--- src/rtl/fib_term_collector_if.sv ---
// Stream bundle between the Fibonacci generator, the term collector and its readout stage.
// The slave side is the collector; the master side drives terms and readout ready.
interface fib_term_collector_if #(
   parameter int unsigned W  = 6,
   parameter int unsigned IW = 8
);
   logic          in_valid;
   logic [W-1:0]  in_term;
   logic          out_ready;
   logic          out_valid;
   logic [W-1:0]  out_term;
   logic [IW-1:0] out_index;

   modport slave (
      input  in_valid, in_term, out_ready,
      output out_valid, out_term, out_index
   );

   modport master (
      output in_valid, in_term, out_ready,
      input  out_valid, out_term, out_index
   );
endinterface

--- src/rtl/fib_term_collector.sv ---
// Captures generator terms with their sequence index into a FWFT FIFO, counts drops when full,
// and flags the first W-bit wrap of the recurrence using the last two presented terms.
module fib_term_collector #(
   parameter int unsigned W     = 6,
   parameter int unsigned DEPTH = 8,
   parameter int unsigned IW    = 8
) (
   input  logic                     clk,
   input  logic                     rst,
   input  logic                     clear,
   fib_term_collector_if.slave      bus,
   output logic [$clog2(DEPTH):0]   count,
   output logic                     full,
   output logic [IW-1:0]            drop_cnt,
   output logic                     ovf,
   output logic [IW-1:0]            ovf_index
);
   localparam int unsigned AW = $clog2(DEPTH);
   localparam int unsigned CW = AW + 1;
   localparam int unsigned EW = W + IW;

   logic [EW-1:0] mem_q [DEPTH];
   logic [AW-1:0] wr_ptr_q, rd_ptr_q;
   logic [CW-1:0] count_q;
   logic [IW-1:0] seq_idx_q, drop_q, ovf_idx_q;
   logic          ovf_q;
   logic [W-1:0]  p0_q, p1_q;
   logic [1:0]    fill_q;

   logic          push, drop, pop, wrap, empty;
   logic [W:0]    sum;

   always_comb begin
      empty = (count_q == '0);
      full  = (count_q == CW'(DEPTH));
      push  = bus.in_valid && !full;
      drop  = bus.in_valid && full;
      pop   = !empty && bus.out_ready;
      sum   = {1'b0, p0_q} + {1'b0, p1_q};
      // Carry out of the W-bit sum of the two previous terms means this term has wrapped.
      wrap  = bus.in_valid && (fill_q == 2'd2) && sum[W] && !ovf_q;
   end

   always_ff @(posedge clk or posedge rst) begin
      if (rst) begin
         wr_ptr_q  <= '0;
         rd_ptr_q  <= '0;
         count_q   <= '0;
         seq_idx_q <= '0;
         drop_q    <= '0;
         ovf_q     <= 1'b0;
         ovf_idx_q <= '0;
         p0_q      <= '0;
         p1_q      <= '0;
         fill_q    <= '0;
      end else if (clear) begin
         wr_ptr_q  <= '0;
         rd_ptr_q  <= '0;
         count_q   <= '0;
         seq_idx_q <= '0;
         drop_q    <= '0;
         ovf_q     <= 1'b0;
         ovf_idx_q <= '0;
         p0_q      <= '0;
         p1_q      <= '0;
         fill_q    <= '0;
      end else begin
         if (push) wr_ptr_q <= wr_ptr_q + AW'(1);
         if (pop)  rd_ptr_q <= rd_ptr_q + AW'(1);
         count_q <= count_q + CW'(push) - CW'(pop);
         if (drop && drop_q != {IW{1'b1}}) drop_q <= drop_q + IW'(1);
         if (bus.in_valid) begin
            if (seq_idx_q != {IW{1'b1}}) seq_idx_q <= seq_idx_q + IW'(1);
            p0_q <= p1_q;
            p1_q <= bus.in_term;
            if (fill_q != 2'd2) fill_q <= fill_q + 2'd1;
         end
         if (wrap) begin
            ovf_q     <= 1'b1;
            ovf_idx_q <= seq_idx_q;
         end
      end
   end

   // Storage needs no reset: stale entries are masked by the occupancy count.
   always_ff @(posedge clk) begin
      if (!clear && push) mem_q[wr_ptr_q] <= {bus.in_term, seq_idx_q};
   end

   always_comb begin
      bus.out_valid = !empty;
      bus.out_term  = empty ? '0 : mem_q[rd_ptr_q][EW-1:IW];
      bus.out_index = empty ? '0 : mem_q[rd_ptr_q][IW-1:0];
      count         = count_q;
      drop_cnt      = drop_q;
      ovf           = ovf_q;
      ovf_index     = ovf_idx_q;
   end
endmodule

--- src/flat_wrapper.sv ---
// flat-port wrapper written by rule: the top's interface ports become plain ports
module fib_term_collector_flat 
#(
   parameter int unsigned W     = 6,
   parameter int unsigned DEPTH = 8,
   parameter int unsigned IW    = 8
)
  (clk, rst, clear, count, full, drop_cnt, ovf, ovf_index, bus_in_valid, bus_in_term, bus_out_ready, bus_out_valid, bus_out_term, bus_out_index);
  fib_term_collector_if #(.W(W), .IW(IW)) bus_i ();
  input  logic clk;
  input  logic rst;
  input  logic clear;
  output logic [$clog2(DEPTH):0] count;
  output logic full;
  output logic [IW-1:0] drop_cnt;
  output logic ovf;
  output logic [IW-1:0] ovf_index;
  input wire logic [$bits(bus_i.in_valid)-1:0] bus_in_valid;
  input wire logic [$bits(bus_i.in_term)-1:0] bus_in_term;
  input wire logic [$bits(bus_i.out_ready)-1:0] bus_out_ready;
  output wire logic [$bits(bus_i.out_valid)-1:0] bus_out_valid;
  output wire logic [$bits(bus_i.out_term)-1:0] bus_out_term;
  output wire logic [$bits(bus_i.out_index)-1:0] bus_out_index;
  assign bus_i.in_valid = bus_in_valid;
  assign bus_i.in_term = bus_in_term;
  assign bus_i.out_ready = bus_out_ready;
  assign bus_out_valid = bus_i.out_valid;
  assign bus_out_term = bus_i.out_term;
  assign bus_out_index = bus_i.out_index;
  fib_term_collector #(.W(W), .DEPTH(DEPTH), .IW(IW)) u_core (.clk(clk), .rst(rst), .clear(clear), .bus(bus_i), .count(count), .full(full), .drop_cnt(drop_cnt), .ovf(ovf), .ovf_index(ovf_index));
endmodule
--- config.mk ---
export PLATFORM = sky130hd
export DESIGN_NAME = fib_term_collector_flat
export DESIGN_NICKNAME = d
export VERILOG_FILES = /design/src/rtl/fib_term_collector_if.sv /design/src/rtl/fib_term_collector.sv /design/src/flat_wrapper.sv
export SDC_FILE = /design/constraint.sdc
export NUM_CORES = 1
export LEC_CHECK = 0
export CAP_MARGIN = 40
export CORE_MARGIN = 4
export CORE_UTILIZATION = 50
export DETAILED_ROUTE_END_ITERATION = 10
export PLACE_DENSITY = 0.69
export SYNTH_ARGS = -nofsm -noshare
export SYNTH_HDL_FRONTEND = slang
export SYNTH_SLANG_ARGS = --single-unit
--- constraint.sdc ---
create_clock -name clk -period 3 [get_ports clk]
set_input_delay 0.6 -clock clk [delete_from_list [all_inputs] [get_ports clk]]
set_output_delay 0.6 -clock clk [all_outputs]
set_load 0.01 [all_outputs]
Yosys cells after proc, flatten, opt, wreduce, memory -nomap -nowiden
Memories as Yosys holds them, arrays and structs flattened.
Cells that the tools add are included.

word-level totals
  output and inout port bits = 37
  RAM bits = 112
  bits in registers = 49
  input port bits = 11
  memories kept = 1

cells by class
  reductions and logical operators = 22
  equality and inequality tests = 5
  add/sub/neg operators = 8
  multiplexer cells = 25

memory list
  memory        words  bits a word  rd ports  clocked after Yosys merged registers in  wr ports  line                      source
  u_core.mem_q  8      14           1         0                                        1         fib_term_collector.sv:22  logic [EW-1:0] mem_q [DEPTH];

operators with widths
  operator                                     number
  2-to-1 mux 8 bit                             8
  2-to-1 mux 6 bit                             5
  adder 8 x 1 -> 8 bit, second input constant  2
  != test 8 bit, second input constant         2
  nonzero test 2 bit                           7
  2-to-1 mux 3 bit                             4
  logical AND 1 bit                            8
  adder 6 x 6 -> 7 bit                         1
  adder 3 x 1 -> 3 bit, second input constant  2
  2-to-1 mux 2 bit                             3
  adder 4 x 1 -> 4 bit                         1
  == test 4 bit, second input constant         1
  logical NOT 1 bit                            4
  logical NOT 4 bit                            1
  2-to-1 mux 1 bit                             4
  2-to-1 mux 4 bit                             1
  AND reduction 2 bit                          2
  subtractor 4 x 1 -> 4 bit                    1
  adder 2 x 1 -> 2 bit, second input constant  1
  == test 2 bit, second input constant         1
  != test 2 bit, second input constant         1

Logic depth before layout (Yosys ltp)
  depth in word-level cells = 6
  gate-level depth with buffers = 14

Worst setup path before layout
No wires, ideal clock.

  path type = reg-to-reg
  from = reg u_core.count_q[2] (netlist: u_core.count[2])
  to = mem u_core.mem_q[0][0] (netlist bit), enable pin
  setup time = 0.403 ns
  period minus slack after synthesis = 2.642 ns
  slack = 0.358 ns
  data required time = 2.597 ns
  arrival time = 2.239 ns
  stages on the path, launching flop included = 8
  path through = dfrtp_1 inv_1 ha_1 or3b_1 inv_2 nor3_1 nand2b_1 nor3_1

on the way
  word-level cells in the longest chain between the ends = 6

RTL lines
  what                                    line                      source
  start, declared                         fib_term_collector.sv:24  logic [CW-1:0] count_q;
  start signal, assigned                  fib_term_collector.sv:70  count_q <= count_q + CW'(push) - CW'(pop);
  == test 4 bit                           fib_term_collector.sv:35  full = (count_q == CW'(DEPTH));
  via full                                flat_wrapper.sv:14        output logic full;
  logical NOT 1 bit                       fib_term_collector.sv:36  push = bus.in_valid && !full;
  logical AND 1 bit                       fib_term_collector.sv:36
  logical AND 1 bit                       fib_term_collector.sv:87  if (!clear && push) mem_q[wr_ptr_q] <= {bus.in_term, seq_idx_q};
  2-to-1 mux 1 bit                        fib_term_collector.sv:87
  2-to-1 mux 1 bit (not written as such)  fib_term_collector.sv:87
  end, declared                           fib_term_collector.sv:22

The timed path passes the listed nets, and every way through them passes these cells.

Final worst setup path
  from = reg u_core.rd_ptr_q[0]
  to = out bus_out_index[7]

on the way
  word-level cells in the longest chain between the ends = 2

RTL lines
  what                    line                      source
  start, declared         fib_term_collector.sv:23  logic [AW-1:0] wr_ptr_q, rd_ptr_q;
  start signal, assigned  fib_term_collector.sv:69  if (pop) rd_ptr_q <= rd_ptr_q + AW'(1);
  memory (8 x 14 bit)     n/a
  2-to-1 mux 8 bit        fib_term_collector.sv:93  bus.out_index = empty ? '0 : mem_q[rd_ptr_q][IW-1:0];
  end, declared           flat_wrapper.sv:23        output wire logic [$bits(bus_i.out_index)-1:0] bus_out_index;

Every way passes these cells.

==> results.json <==
{
  "netlist_instances": 463,
  "critPathKind": "register to output port",
  "die_y_um": 126,
  "post-route-util_pct": 62.8,
  "antenna_left": 0,
  "setup_tns_ns": 0,
  "final_nets": 562,
  "fmax_mhz": 348,
  "crit_family": "buffers and inverters",
  "tritoncts": "built",
  "h-tree-depth": 4,
  "worstMarginPinSlew_ns": 0.522,
  "required_ns": 2.40,
  "grt_pass1_wl_um": 23200,
  "crit_buf_inv": 2,
  "clkPwrFrac_pct": 35.3,
  "first_global_vias": 4222,
  "r2r_start": "u_core.count[2]",
  "clock_path_buffers": 2,
  "wl_per_cell_um": 19.7,
  "hold_viol": 0,
  "route.layer.met1.wl_um": 6280,
  "avgSynthCellArea_um2": 15.1,
  "cts_sinks": 161,
  "grt_max_degree": 51,
  "setup_viol": 0,
  "skew_ns": 0.00643,
  "synth_edf_count": 112,
  "start_kind": "register",
  "relSlewSlack_pct": 65.0,
  "io_pins": 48,
  "net-switching-power_mw": 1.63,
  "viasPerCell": 5.65,
  "cpPeakStageDelay_ns": 0.51,
  "fp.coreArea_mm2": 0.0135,
  "place.gp.congestion": 0.874,
  "regArea_mm2": 0.00459,
  "critPathArrivalTime_ns": 2.28,
  "reg2reg_to": "u_core.count[2]",
  "cp_max_fo": 5,
  "nFillCells": 1019,
  "grt_antenna_before_repair": 0,
  "synth_cell_types": 46,
  "die_w_um": 126,
  "clock_latency_ns": 0.42,
  "yosysWarningCount": 0,
  "pre_cts_ws_ns": 0.401,
  "intPower_mw": 4.77,
  "reg2reg_slack_ns": 0.54,
  "combPwrFrac_pct": 24.3,
  "top_layer": "met4",
  "port_buffers": 47,
  "critPathSlowestCell": "mux4_2",
  "dr_total_vias": 4080,
  "clkTransAtPathRegs_ns": 0.06,
  "hp-class": "input pin to async pin",
  "r2r_cells": 11,
  "totalWireLength_um": 14200,
  "syn_to_final_growth_pct": 20.7,
  "status": "finished, final reports clean",
  "start_util_pct": 52.0,
  "drt_iter0_drc": 375,
  "fin_ws_ns": 0.123,
  "ctsResizeCount": 0,
  "num_rows": 42,
  "dr.pass1.iters": 4,
  "drive_gt1_share_pct": 17.9,
  "synth_fp_nets": 491,
  "power.density_mw_per_mm2": 756,
  "crit_chain": "buf_4 > mux4_2 > mux2i_1 > nor2_1 > clkdlybuf4s50_1",
  "drc": 0,
  "wl_met2_um": 7020,
  "maxCapViolCount": 0,
  "diodes": 0,
  "seq_area_frac_synth_pct": 65.6,
  "synth-async-reset-ratio_pct": 30.4,
  "overflow": 0,
  "root_buffer": "clkbuf_16",
  "cts_buffers": 17,
  "yosys_register_bits": 161,
  "ys.flop_type": "edfxtp_1",
  "multiInputGateArea_mm2": 0.00222,
  "peakVddDrop_mv": 0.375,
  "ctsHoldBuffers": 0,
  "wl_met3_um": 639,
  "cp-end-kind": "output port",
  "post-route-min-period_ns": 2.88,
  "syn-cell-area_mm2": 0.00700,
  "period_share_pct": 95.9,
  "die_area_mm2": 0.0160,
  "swShare_pct": 25.4,
  "track_usage_pct": 19.1,
  "p_leak_nw": 3.12,
  "dp_hpwl_um": 9300,
  "p_seq_share_pct": 40.4,
  "drv_slew": 0
}
flip-flops by register name (all words and copies together), names as in the netlist:
register,flops
u_core.count,4
u_core.p1_q,6
u_core.rd_ptr_q,3
u_core.seq_idx_q,8
u_core.ovf,1
u_core.p0_q,6
u_core.drop_cnt,8
u_core.mem_q,112
u_core.ovf_index,8
u_core.wr_ptr_q,3
u_core.fill_q,2
through the flow:
| step | instance area, um2 | hold slack, ns | instances | power, mW |
|---|---|---|---|---|
| floorplan | 7000 | 0.484 | 463 | 3.54 |
| global placement | 7820 | 0.498 | 689 | 4.16 |
| detailed placement | 7820 | 0.513 | 689 | 4.19 |
| CTS | 8440 | 0.525 | 721 | 6.46 |
| global route | 8450 | 0.545 | 722 | 6.70 |
| finish | 8450 | 0.518 | 722 | 6.39 |
worst max-delay path by stage:
stage / from / to / slack (ns) / depth (start not counted)
floorplan: u_core.count[2] / u_core.mem_q[0][0] / 0.36 / 7
global placement: bus_out_ready / u_core.count[2] / 0.44 / 8
detailed placement: bus_out_ready / u_core.count[2] / 0.40 / 8
CTS: u_core.rd_ptr_q[0] / bus_out_index[7] / 0.07 / 5
global route: u_core.rd_ptr_q[0] / bus_out_index[4] / -0.003 / 5
finish: u_core.rd_ptr_q[0] / bus_out_index[7] / 0.12 / 5
routing by layer:
layer	vias to the layer above	global-route usage, %
li1	1896	-
met1	2047	25.9
met2	117	30.2
met3	20	4.79
met4	0	7.07
met5	-	0
layout make-up:
cell class	instances	area share, %
flip-flops and latches	161	54.3
multi-input cells	257	26.3
repair buffers	76	8.53
clock buffers	21	5.45
well taps	176	2.61
clock inverters	10	1.88
inverters	21	0.933
cell families after synthesis:
group / after synthesis / share of synthesized area, %
fa+ha+maj: 17 / 3.15
mux: 57 / 13.2
compound gates: 59 / 6.04
xor+xnor: 15 / 1.88
simple gates: 109 / 7.35
flops: 161 / 65.6
buf+inv: 45 / 2.88
repair_timing:
action,CTS,global route
endpoints found under the setup margin,5,2
pin swaps,0,0
hold endpoints to repair,0,0
buffers inserted,1,1
synthesized netlist by cell type (4+ instances only):
cell type / count / area [um2]
a41oi_1: 8 / 70.1
nand2_1: 14 / 52.6
xor2_1: 11 / 96.3
buf_4: 4 / 30.0
nand2b_1: 5 / 31.3
xnor2_1: 4 / 35.0
nor2_1: 54 / 203
edfxtp_1: 112 / 3360
inv_1: 18 / 67.6
nand3_1: 7 / 35.0
mux2i_1: 29 / 290
buf_2: 8 / 40.0
nor3_1: 5 / 25.0
and2_1: 4 / 25.0
ha_1: 16 / 200
dfrtp_1: 49 / 1230
a21oi_1: 17 / 85.1
a31oi_1: 9 / 56.3
mux4_2: 28 / 631
clkbuf_1: 11 / 41.3
o211ai_1: 10 / 75.1
and3_1: 6 / 37.5
power by group through the flow:
| stage | clock network [mW] | registers [mW] | logic [mW] |
|---|---|---|---|
| floorplan | 0 | 2.60 | 0.936 |
| global placement | 0 | 2.63 | 1.52 |
| detailed placement | 0 | 2.64 | 1.56 |
| CTS | 2.29 | 2.59 | 1.59 |
| global route | 2.39 | 2.60 | 1.71 |
| finish | 2.25 | 2.58 | 1.55 |
cells in the final DEF (no fill, tap or decap), drive strengths merged, types with 3 or more instances in the layout:
cell type and instances:
inv 21, nand2 14, xor2 11, o211ai 10
a41oi 8, and3 6, mux4 28, nand2b 5
nor3 5, and2 4, dfrtp 49, clkbuf 21
edfxtp 112, clkdlybuf4s50 46, or3 3, o21ai 4
nand3 8, xnor2 4, bufinv 4, ha 16
nor2 54, buf 30, a31oi 9, a21oi 18
clkinv 5, mux2i 29
No activity file was read; power rests on OpenSTA's default activity.
